### src/rtl/stopwatch_pkg.sv
// stopwatch_pkg: shared types and limits for the stopwatch lap core.
//   state_e     : control state (IDLE / RUN / STOP)
//   time_t      : packed {hour, min, sec, cs} time payload
//   time_inc()  : one-tick increment with full carry chain and 24h wrap
package stopwatch_pkg;

    typedef enum logic [1:0] {
        IDLE = 2'd0,
        RUN  = 2'd1,
        STOP = 2'd2
    } state_e;

    localparam int unsigned CS_W   = 7;
    localparam int unsigned SEC_W  = 6;
    localparam int unsigned MIN_W  = 6;
    localparam int unsigned HOUR_W = 5;

    localparam int unsigned CS_MAX   = 99;
    localparam int unsigned SEC_MAX  = 59;
    localparam int unsigned MIN_MAX  = 59;
    localparam int unsigned HOUR_MAX = 23;

    typedef struct packed {
        logic [HOUR_W-1:0] hour;
        logic [MIN_W-1:0]  min;
        logic [SEC_W-1:0]  sec;
        logic [CS_W-1:0]   cs;
    } time_t;

    // Advance by one centisecond; 23:59:59.99 rolls over to all zeros.
    function automatic time_t time_inc(input time_t t);
        time_t r;
        r = t;
        if (t.cs != CS_W'(CS_MAX)) begin
            r.cs = t.cs + CS_W'(1);
        end else begin
            r.cs = '0;
            if (t.sec != SEC_W'(SEC_MAX)) begin
                r.sec = t.sec + SEC_W'(1);
            end else begin
                r.sec = '0;
                if (t.min != MIN_W'(MIN_MAX)) begin
                    r.min = t.min + MIN_W'(1);
                end else begin
                    r.min = '0;
                    if (t.hour != HOUR_W'(HOUR_MAX)) begin
                        r.hour = t.hour + HOUR_W'(1);
                    end else begin
                        r.hour = '0;
                    end
                end
            end
        end
        return r;
    endfunction

endpackage

### src/rtl/stopwatch_tick_gen.sv
// stopwatch_tick_gen: prescaler producing one-cycle count ticks.
//   clk, reset : clock, async active-high reset
//   i_en       : count enable (held value when low)
//   i_clr      : synchronous zero of the prescaler
//   o_tick     : high for the cycle in which the prescaler sits at DIV-1
module stopwatch_tick_gen #(
    parameter int unsigned DIV = 10
) (
    input  logic clk,
    input  logic reset,
    input  logic i_en,
    input  logic i_clr,
    output logic o_tick
);

    localparam int unsigned CNT_W = $clog2(DIV);
    localparam logic [CNT_W-1:0] LAST = CNT_W'(DIV - 1);

    logic [CNT_W-1:0] cnt_q;
    logic [CNT_W-1:0] cnt_d;

    // Next prescaler value: clear wins, otherwise count modulo DIV while enabled.
    always_comb begin
        cnt_d = cnt_q;
        if (i_clr) begin
            cnt_d = '0;
        end else if (i_en) begin
            cnt_d = (cnt_q == LAST) ? '0 : cnt_q + CNT_W'(1);
        end
    end

    always_ff @(posedge clk or posedge reset) begin
        if (reset) begin
            cnt_q <= '0;
        end else begin
            cnt_q <= cnt_d;
        end
    end

    assign o_tick = i_en && !i_clr && (cnt_q == LAST);

endmodule

### src/rtl/stopwatch_lap_core.sv
// stopwatch_lap_core: cs/sec/min/hour stopwatch with lap capture and recall.
//   clk, reset                     : clock, async active-high reset
//   i_runstop/i_clear/i_lap/i_lap_view : one-cycle command pulses
//   i_mode / o_mode                : display page select, registered pass-through
//   o_cs/o_sec/o_min/o_hour        : live time or the selected lap entry
//   o_running                      : high in RUN
//   o_lap_count/o_lap_full         : stored lap count and full flag
//   o_viewing_lap                  : outputs show a stored lap rather than live time
module stopwatch_lap_core #(
    parameter int unsigned CLK_HZ    = 100_000_000,
    parameter int unsigned TICK_HZ   = 100,
    parameter int unsigned LAP_DEPTH = 4
) (
    input  logic                             clk,
    input  logic                             reset,
    input  logic                             i_runstop,
    input  logic                             i_clear,
    input  logic                             i_lap,
    input  logic                             i_lap_view,
    input  logic                             i_mode,
    output logic [6:0]                       o_cs,
    output logic [5:0]                       o_sec,
    output logic [5:0]                       o_min,
    output logic [4:0]                       o_hour,
    output logic                             o_mode,
    output logic                             o_running,
    output logic [$clog2(LAP_DEPTH+1)-1:0]   o_lap_count,
    output logic                             o_lap_full,
    output logic                             o_viewing_lap
);

    import stopwatch_pkg::*;

    localparam int unsigned DIV = CLK_HZ / TICK_HZ;
    localparam int unsigned LCW = $clog2(LAP_DEPTH + 1);

    state_e          state_q;
    time_t           time_q;
    time_t           laps_q [LAP_DEPTH];
    logic [LCW-1:0]  lap_cnt_q;
    logic [LCW-1:0]  view_q;
    logic            mode_q;

    logic            tick;
    logic            lap_full;
    logic            lap_take;
    logic            clear_fire;
    logic            viewing;
    time_t           disp;

    assign lap_full   = (lap_cnt_q == LCW'(LAP_DEPTH));
    assign clear_fire = (state_q == STOP) && i_clear;
    assign lap_take   = (state_q == RUN) && i_lap && !lap_full;
    assign viewing    = (view_q != lap_cnt_q);

    stopwatch_tick_gen #(
        .DIV (DIV)
    ) u_tick_gen (
        .clk    (clk),
        .reset  (reset),
        .i_en   (state_q == RUN),
        .i_clr  (clear_fire),
        .o_tick (tick)
    );

    // Control FSM plus time, lap buffer and view index; view_q == lap_cnt_q means live.
    always_ff @(posedge clk or posedge reset) begin
        if (reset) begin
            state_q   <= IDLE;
            time_q    <= '0;
            lap_cnt_q <= '0;
            view_q    <= '0;
            mode_q    <= 1'b0;
            for (int i = 0; i < LAP_DEPTH; i++) begin
                laps_q[i] <= '0;
            end
        end else begin
            mode_q <= i_mode;
            case (state_q)
                IDLE: begin
                    if (i_runstop) begin
                        state_q <= RUN;
                        view_q  <= lap_cnt_q;
                    end
                end
                RUN: begin
                    if (tick) begin
                        time_q <= time_inc(time_q);
                    end
                    // Capture the pre-tick value; view index follows the count to stay live.
                    if (lap_take) begin
                        for (int i = 0; i < LAP_DEPTH; i++) begin
                            if (lap_cnt_q == LCW'(i)) begin
                                laps_q[i] <= time_q;
                            end
                        end
                        lap_cnt_q <= lap_cnt_q + LCW'(1);
                        view_q    <= lap_cnt_q + LCW'(1);
                    end
                    if (i_runstop) begin
                        state_q <= STOP;
                    end
                end
                STOP: begin
                    if (i_clear) begin
                        state_q   <= IDLE;
                        time_q    <= '0;
                        lap_cnt_q <= '0;
                        view_q    <= '0;
                        for (int i = 0; i < LAP_DEPTH; i++) begin
                            laps_q[i] <= '0;
                        end
                    end else if (i_runstop) begin
                        state_q <= RUN;
                        view_q  <= lap_cnt_q;
                    end else if (i_lap_view && (lap_cnt_q != '0)) begin
                        view_q <= (view_q == lap_cnt_q) ? '0 : view_q + LCW'(1);
                    end
                end
                default: begin
                    state_q <= IDLE;
                end
            endcase
        end
    end

    // Display source: the selected lap entry, or live time.
    always_comb begin
        disp = time_q;
        for (int i = 0; i < LAP_DEPTH; i++) begin
            if (viewing && (view_q == LCW'(i))) begin
                disp = laps_q[i];
            end
        end
    end

    assign o_cs          = disp.cs;
    assign o_sec         = disp.sec;
    assign o_min         = disp.min;
    assign o_hour        = disp.hour;
    assign o_mode        = mode_q;
    assign o_running     = (state_q == RUN);
    assign o_lap_count   = lap_cnt_q;
    assign o_lap_full    = lap_full;
    assign o_viewing_lap = viewing;

endmodule

### config.mk
export PLATFORM = sky130hd
export DESIGN_NAME = stopwatch_lap_core
export DESIGN_NICKNAME = d
export VERILOG_FILES = /design/src/rtl/stopwatch_pkg.sv /design/src/rtl/stopwatch_tick_gen.sv /design/src/rtl/stopwatch_lap_core.sv
export SDC_FILE = /design/constraint.sdc
export NUM_CORES = 1
export LEC_CHECK = 0
export CAP_MARGIN = 15
export CORE_ASPECT_RATIO = 1.25
export CORE_MARGIN = 1.5
export CORE_UTILIZATION = 35
export DETAILED_ROUTE_END_ITERATION = 6
export PLACE_DENSITY = 0.6
export SLEW_MARGIN = 20
export SYNTH_ARGS = -nofsm -noshare
export SYNTH_HDL_FRONTEND = slang
export SYNTH_SLANG_ARGS = --single-unit
### constraint.sdc
create_clock -name clk -period 5.9 [get_ports clk]
set_input_delay 1.18 -clock clk [delete_from_list [all_inputs] [get_ports clk]]
set_output_delay 1.18 -clock clk [all_outputs]
set_load 0.01 [all_outputs]
==> Yosys cells after proc, flatten, opt, wreduce, memory -nomap -nowiden <==
Index checks and enable logic that the tools add are counted.
Widths: inputs -> output; s select.
{ "op_classes": {"n_reduce_logical": 29, "addsub": 7, "eq_ne": 29, "muxes": 37} }
{ "op_table": {"columns": ["cell", "n"], "rows": [
  ["$mux 24", 10],
  ["$mux 96", 2],
  ["$pmux 96 s2", 1],
  ["$mux 20", 3],
  ["$pmux 24 s2", 1],
  ["$ne 2x2->1 const B", 12],
  ["$reduce_and 4->1", 6],
  ["$mux 3", 7],
  ["$add 20x1->20 const B", 1],
  ["$eq 20x20->1 const B", 1],
  ["$mux 17", 1],
  ["$add 6x1->6 const B", 2],
  ["$eq 3x2->1 const B", 4],
  ["$mux 6", 2],
  ["$ne 6x6->1 const B", 2],
  ["$mux 11", 1],
  ["$logic_and 1x1->1", 10],
  ["$mux 5", 2],
  ["$pmux 3 s3", 1],
  ["$add 7x1->7 const B", 1],
  ["$mux 7", 1],
  ["$ne 7x7->1 const B", 1],
  ["$add 3x1->3 const B", 2],
  ["$eq 3x1->1 const B", 2],
  ["other kinds (19)", 26]
]} }
{ "word_totals": {"in_bits": 7, "register_bits": 149, "wordCells": 127, "output_inout_bits": 31} }

==> Logic depth before layout (Yosys ltp) <==
Gate-level depths: netlist of run 1.
{ "logic_depth": {"word_depth": 7, "ltp_mapped": 10, "ltp_nobuf": 7} }

==> Cells and area by module <==
Synthesis of run 1 repeated with hierarchy kept, for this count alone.
{ "hier_totals": {"hier_cells": 907, "hier_area_um2": 7843.8} }
{ "modules_own_cells": {"columns": ["mod", "cells_each", "area_per_inst_um2", "instances", "seq_area_each_um2"], "rows": [
  ["stopwatch_lap_core", 771, 6677.7, 1, 3228.1],
  ["stopwatch_tick_gen", 136, 1166.1, 1, 500.5]
]} }

==> Worst setup path after synthesis of run 1 <==
No wires, ideal clock.
{ "synth_path": {"path_type": "flip-flop to output port", "from": "register lap_cnt_q[0] (netlist: o_lap_count[0])", "to": "output o_cs[2]", "path_stages_with_launch": 8, "t_arrival_ns": 2.145, "path_slack_ns": 2.575, "required_time_ns": 4.720, "n_path_buf": 2, "cell_sequence": "dfrtp_1 > buf_2 > xnor2_1 > a31oi_1 > nand2b_1 > clkbuf_1 > nor3_1 > a221o_1"} }
{ "synth_between": {"elab_chain_cells": 6, "word_cells_on_any_way": 9, "cone_classes": "eq/ne: 1; mux: 4; reduce/logical: 4"} }
{ "synth_lines": {"columns": ["item", "line", "rtl"], "rows": [
  ["from (decl)", "stopwatch_lap_core.sv:40", "logic [LCW-1:0] lap_cnt_q;"],
  ["from (signal assigned)", "stopwatch_lap_core.sv:97", "lap_cnt_q <= lap_cnt_q + LCW'(1);"],
  ["$ne 3x3->1 *", "stopwatch_lap_core.sv:54", "assign viewing = (view_q != lap_cnt_q);"],
  ["$logic_and 1x1->1", "stopwatch_lap_core.sv:131", "if (viewing && (view_q == LCW'(i))) begin"],
  ["$mux 24 (3 in series)", "stopwatch_lap_core.sv:131", null],
  ["$mux 24 *", "stopwatch_lap_core.sv:131", null],
  ["to (decl)", "stopwatch_lap_core.sv:21", "output logic [6:0] o_cs,"]
]} }
Mark *: on every way between the ends. The rest lies on a longest branch, timed or not.

==> Worst setup path in the final report of run 1 <==
{ "layout_path": {"from": "register lap_cnt_q[0] (netlist: o_lap_count[0])", "to": "output o_min[3]"} }
{ "layout_between": {"elab_chain_cells": 6, "word_cells_on_any_way": 9, "cone_classes": "eq/ne: 1; mux: 4; reduce/logical: 4"} }
{ "layout_lines": {"columns": ["item", "line", "rtl"], "rows": [
  ["$ne 3x3->1 *", "stopwatch_lap_core.sv:54", null],
  ["$logic_and 1x1->1", "stopwatch_lap_core.sv:131", null],
  ["$mux 24 (3 in series)", "stopwatch_lap_core.sv:131", null],
  ["$mux 24 *", "stopwatch_lap_core.sv:131", null],
  ["to (decl)", "stopwatch_lap_core.sv:23", "output logic [5:0] o_min,"]
]} }
Marks and branches as above.

==> results.ini, run 1 <==
[run_status]
status=completed

[place]
gp_congestion=0.804
hpwl_um=12000
dpl_cell_area_um2=8200
io_buffers=37
place_ws_ns=1.35

[floorplan]
dieArea_um2=22400
std_cell_rows=59
start_util_pct=35.9
die_h_um=167
fp.dieW_um=134
io_pins=38
core_area_um2=21000

[timing]
finalHoldViolations=0
hold_slack_ns=0.477
setup_ws_ns=1.16
fmax_mhz=211
rsz0062_at_grt=false
tightest_slew_ns=0.883
fin_worst_skew_ns=0.00952
maxSlewViolCount=0
period_share_pct=80.3
min_period_ns=4.74
slew_headroom_pct=41.2
setup_viol=0
setup_tns_ns=0

[global_routing]
grt_pass1_wl_um=30800
grt_use_total_pct=17.0
overflow=0
grt_use_met1_pct=22.2
met3_usage_pct=3.35
grt_max_degree=57
antenna_found_initial=0
grt_pass1_vias=5883
busiest_layer=met2
met2_usage_pct=28.7

[synthesis]
ys_async_sr_fraction_pct=100
synth_cell_types=53
syn_avg_cell_area_um2=9.00
synth_seq_cells=149
ys.flop_type=dfrtp_1
post-synth-top-area-fraction_pct=49.5
synth-seq-area-share_pct=49.5
syn-cell-area_um2=7530
yosys_warnings=0
syn-instance-count=837
synth_area_leaders=dfrtp_1 50%, o21ai_0 9.1%, nand2_1 6.6%
syn-num-nets=864
synth_edf_count=0
yosysTopAreaCell=dfrtp_1

[finish]
design_area_um2=8780
n_antenna_cell=0
multiInputGateArea_um2=3570
layout_common_cells=149 x dfrtp_1, 137 x o21ai_0, 132 x nand2_1
seqCellArea_um2=3730
num-nets-final=884
mostFrequentLayoutCell=dfrtp_1
drive_gt1_share_pct=7.59
fill_cells=2154
area_growth_pct=16.7

[pwr]
fin_total_pwr_mw=5.38
power_density_nw_per_um2=613
ir_drop_mv=0.305
leakage_nw=3.66

[clocking]
root_buffer=clkbuf_16
cts_buffers=17
holdBufCountCts=0
cts_tree=yes
insertion_delay_ns=0.42
clk_pin_slew_ns=0.06
cts_setup_buffers=0
clockBufferDepth=2
htreeDepth=4
cts.sinks=149
ctsResizeCount=0

[critical_path]
crit_fanout=23
cp_data_required_time_ns=4.72
r2r_start=state_q[1]
critical_path_arrival_ns=3.56
crit_type=reg -> out
critPathLaunchType=register
endpoint_kind=output port
crit_start=o_lap_count[0]

[detailed_routing]
drt_first_pass_iters=4
drt_wl_total_um=18100
drt-vias-per-instance=5.35
ant_nets=0
vias=6120
drtIter0Drc=338
routedWlPerCell_um=15.8
drc=0

[min_path]
min-delay-start=laps_q[1]
hold_class=reg -> reg

[run]
cap_violations=0

[sequential cells by signal (all words and copies together) (netlist names)]
| name | flops |
|---|---|
| state_q | 2 |
| laps_q | 96 |
| o_mode | 1 |
| u_tick_gen.cnt_q | 20 |
| time_q | 24 |
| view_q | 3 |
| o_lap_count | 3 |
[worst max-delay path, stage by stage, from the launching register on]
cell	delay [ns]
dfrtp_1	0.59
xor2_1	0.26
o311ai_0	0.71
nand2b_2	0.54
nor3_1	0.34
a221o_1	0.17
clkdlybuf4s50_1	0.53
[kinds of logic after synthesis]
group / synth area share, %
fa+ha+maj: 3.32
compound gates: 22.0
xor+xnor: 0.931
simple gates: 20.0
buf+inv: 3.84
mux: 0.415
flops: 49.5
[synth_stat cells, types with 4 or more instances]
master	count
nand3_1	17
nor4_1	5
a22o_1	6
nand4_1	5
nand2b_1	36
ha_1	20
dfrtp_1	149
o41ai_1	4
a221o_1	23
o31ai_1	16
a21oi_1	19
o21ai_0	137
or2_2	6
nor2_1	51
clkbuf_1	46
xnor2_1	5
or3_1	7
a31oi_1	11
nor3_1	34
nor2b_1	9
inv_1	24
and3_1	4
o22ai_1	26
nand2_1	132
[cell type report]
class / count / share of cell area, %
Multi-Input combinational cell: 614 / 40.6
Timing Repair Buffer: 51 / 5.50
Inverter: 24 / 1.08
Clock inverter: 13 / 1.27
Sequential cell: 149 / 42.4
Clock buffer: 19 / 5.16
Tap cell: 274 / 3.90
[metrics by stage]
stage	util (%)	cells
after global placement	39.1	1110
final	41.9	1144
after floorplan	-	837
after detailed placement	39.1	1110
after CTS	41.8	1142
after global routing	41.9	1144
[metal layers]
layer  up-vias  part of all wire, %
met4         0                  1.1
li1       3045                    -
met2        85                   50
met3        17                  3.1
met5         -                    0
met1      2973                   46
[report_power, final]
group          switching, mW  leakage (nW)  internal (mW)
Combinational           1.65          1.40           1.19
Clock                  0.460         0.271          0.573
Sequential             0.227          1.98           1.29
[worst paths after layout]
check	endpoint	cells after the start	slack [ns]
max	o_min[3]	6	1.16
min	laps_q[1]	2	0.48
max reg2reg	time_q[17]	9	3.19
min reg2reg	laps_q[1]	2	0.48
max in group asynchronous	laps_q[56]	3	3.66
min in group asynchronous	o_mode	2	1.21
No activity file was read; power rests on OpenSTA's default activity.
==> run 2, diff against run 1 <==
--- a/config.mk
+++ b/config.mk
@@ -10,7 +10,7 @@
 export CORE_MARGIN = 1.5
 export CORE_UTILIZATION = 35
 export DETAILED_ROUTE_END_ITERATION = 6
-export PLACE_DENSITY = 0.6
+export PLACE_DENSITY = 0.62
 export SLEW_MARGIN = 20
 export SYNTH_ARGS = -nofsm -noshare
 export SYNTH_HDL_FRONTEND = slang
==> constraint.sdc (replaced) <==
create_clock -name clk -period 4.3 [get_ports clk]
set_input_delay 0.86 -clock clk [delete_from_list [all_inputs] [get_ports clk]]
set_output_delay 0.86 -clock clk [all_outputs]
set_load 0.01 [all_outputs]
==> run 2 against run 1 <==
Net effect:
- core utilization increased by 0.10 points
- sequential share of layout area shrank 0.10 points
- routed wire length up 0.79%
- critical path type unchanged
- clock-buffer cell count shrank 2
- flip-flop and latch count stayed put
- critical path depth increased by 1
- highest routed layer unchanged
- register-to-register slack got worse by 1.8 ns
- global-route usage grew 0.25 points
- cell count unchanged
- via count fell by 0.34%
==> results.ini, run 2 (same netlist as run 1, synthesis figures left out) <==
[run_status]
status=completed

[floorplan]
fp.dieW_um=134
std_cell_rows=59
core_area_um2=21000
dieArea_um2=22400
die_h_um=167
start_util_pct=35.9
io_pins=38

[global_routing]
antenna_found_initial=0
grt_pass1_vias=6096
overflow=0
grt_max_degree=58
grt_use_total_pct=17.3
grt_pass1_wl_um=31100

[critical_path]
r2r_start=u_tick_gen.cnt_q[8]
endpoint_kind=output port
worstReg2RegEnd=time_q[22]
path_buf_inv=2
crit_chain=xor2_1, o311ai_4, buf_4, o22ai_1, nor3_1, a221o_1, clkdlybuf4s50_1
crit_type=reg -> out
cp_data_required_time_ns=3.44
crit_fanout=13
crit_start=o_lap_count[0]
cpPeakStageDelay_ns=0.60
crit_cells=7
reg2reg_depth=6
cp_top_family=buffers and inverters
cp_slowest_cell=dfrtp_1
endpoint=o_cs[2]
critical_path_arrival_ns=3.20
critPathLaunchType=register
regToRegSetupSlack_ns=1.39

[clocking]
cts.sinks=149
clockBufferDepth=2
insertion_delay_ns=0.43
cts_buffers=17
cts_tree=yes
root_buffer=clkbuf_16
holdBufCountCts=0
htreeDepth=4
clk_pin_slew_ns=0.07

[finish]
fill_cells=2092
num-nets-final=884
reg_top3=laps_q x96, time_q x24, u_tick_gen.cnt_q x20
largest_reg_flops=96
drive_gt1_share_pct=7.47
fin_util_pct=42.0
n_antenna_cell=0
multiInputGateArea_um2=3570
seqCellArea_um2=3730
max_flop_register=laps_q
mostFrequentLayoutCell=dfrtp_1
layout_common_cells=149 x dfrtp_1, 137 x o21ai_0, 132 x nand2_1
area_growth_pct=16.9

[run]
cap_violations=0

[place]
hpwl_um=11900
gp_congestion=0.788
io_buffers=37

[timing]
period_share_pct=94.4
maxSlewViolCount=0
min_period_ns=4.06
setup_tns_ns=0
finalHoldViolations=0
rsz0062_at_grt=false
setup_viol=0
slew_headroom_pct=39.2
fmax_mhz=246
fin_worst_skew_ns=0.00935
tightest_slew_ns=0.910

[detailed_routing]
drt_wl_total_um=18300
routedWlPerCell_um=16.0
drtIter0Drc=298
drc=0
ant_nets=0
vias=6099
drt-vias-per-instance=5.33
drt_first_pass_iters=5

[min_path]
hold_class=reg -> reg

[pwr]
power_density_nw_per_um2=842
leakage_nw=3.67
ir_drop_mv=0.395
fin_total_pwr_mw=7.42

[run 2: per-stage QoR]
stage	hold slack (ns)	worst slack (ns)	std cells	area, um^2
6_report	0.481	0.242	1144	8810
5_1_grt	0.500	0.0397	1144	8810
4_1_cts	0.485	0.201	1144	8810
3_5_place_dp	0.471	0.675	1112	8230
3_3_place_gp	0.461	0.760	1112	8230
2_1_floorplan	0.445	1.29	837	7530
[run 2: how the worst min path moves through the flow]
stage / startpoint / end / slack, ns / cells after the start
floorplan: laps_q[46] / laps_q[46] / 0.44 / 2
global placement: laps_q[10] / laps_q[10] / 0.46 / 2
detailed placement: laps_q[80] / laps_q[80] / 0.47 / 2
CTS: laps_q[2] / laps_q[2] / 0.48 / 2
global route: laps_q[3] / laps_q[3] / 0.50 / 2
finish: laps_q[71] / laps_q[71] / 0.48 / 2
[run 2: area by class of cell]
class,instances,share of cell area (%)
Clock buffer,17,4.83
Sequential cell,149,42.3
Inverter,24,1.07
Clock inverter,15,1.66
Timing Repair Buffer,51,5.68
Multi-Input combinational cell,614,40.5
Tap cell,274,3.89
[run 2: power breakdown]
group / internal, mW / leakage [nW] / switching (mW)
logic: 1.62 / 1.41 / 2.26
registers: 1.76 / 1.98 / 0.310
clock network: 0.811 / 0.274 / 0.643
[run 2: worst min-delay path, stage by stage (launching register included)]
cell and delay [ns]:
dfrtp_1 0.34, nand2_1 0.04, o21ai_0 0.06
[run 2: metal layers]
metal / part of all wire [%] / vias up / track usage [%]
met2: 49 / 91 / 28.7
met1: 46 / 2934 / 22.5
li1: - / 3051 / -
met4: 1.6 / 0 / 6.08
met5: 0 / - / 0
met3: 3.1 / 23 / 2.92
[run 2: repair_timing]
action	CTS	global route
setup buffers	0	0
setup endpoints to repair	0	1
gates resized for setup	0	1
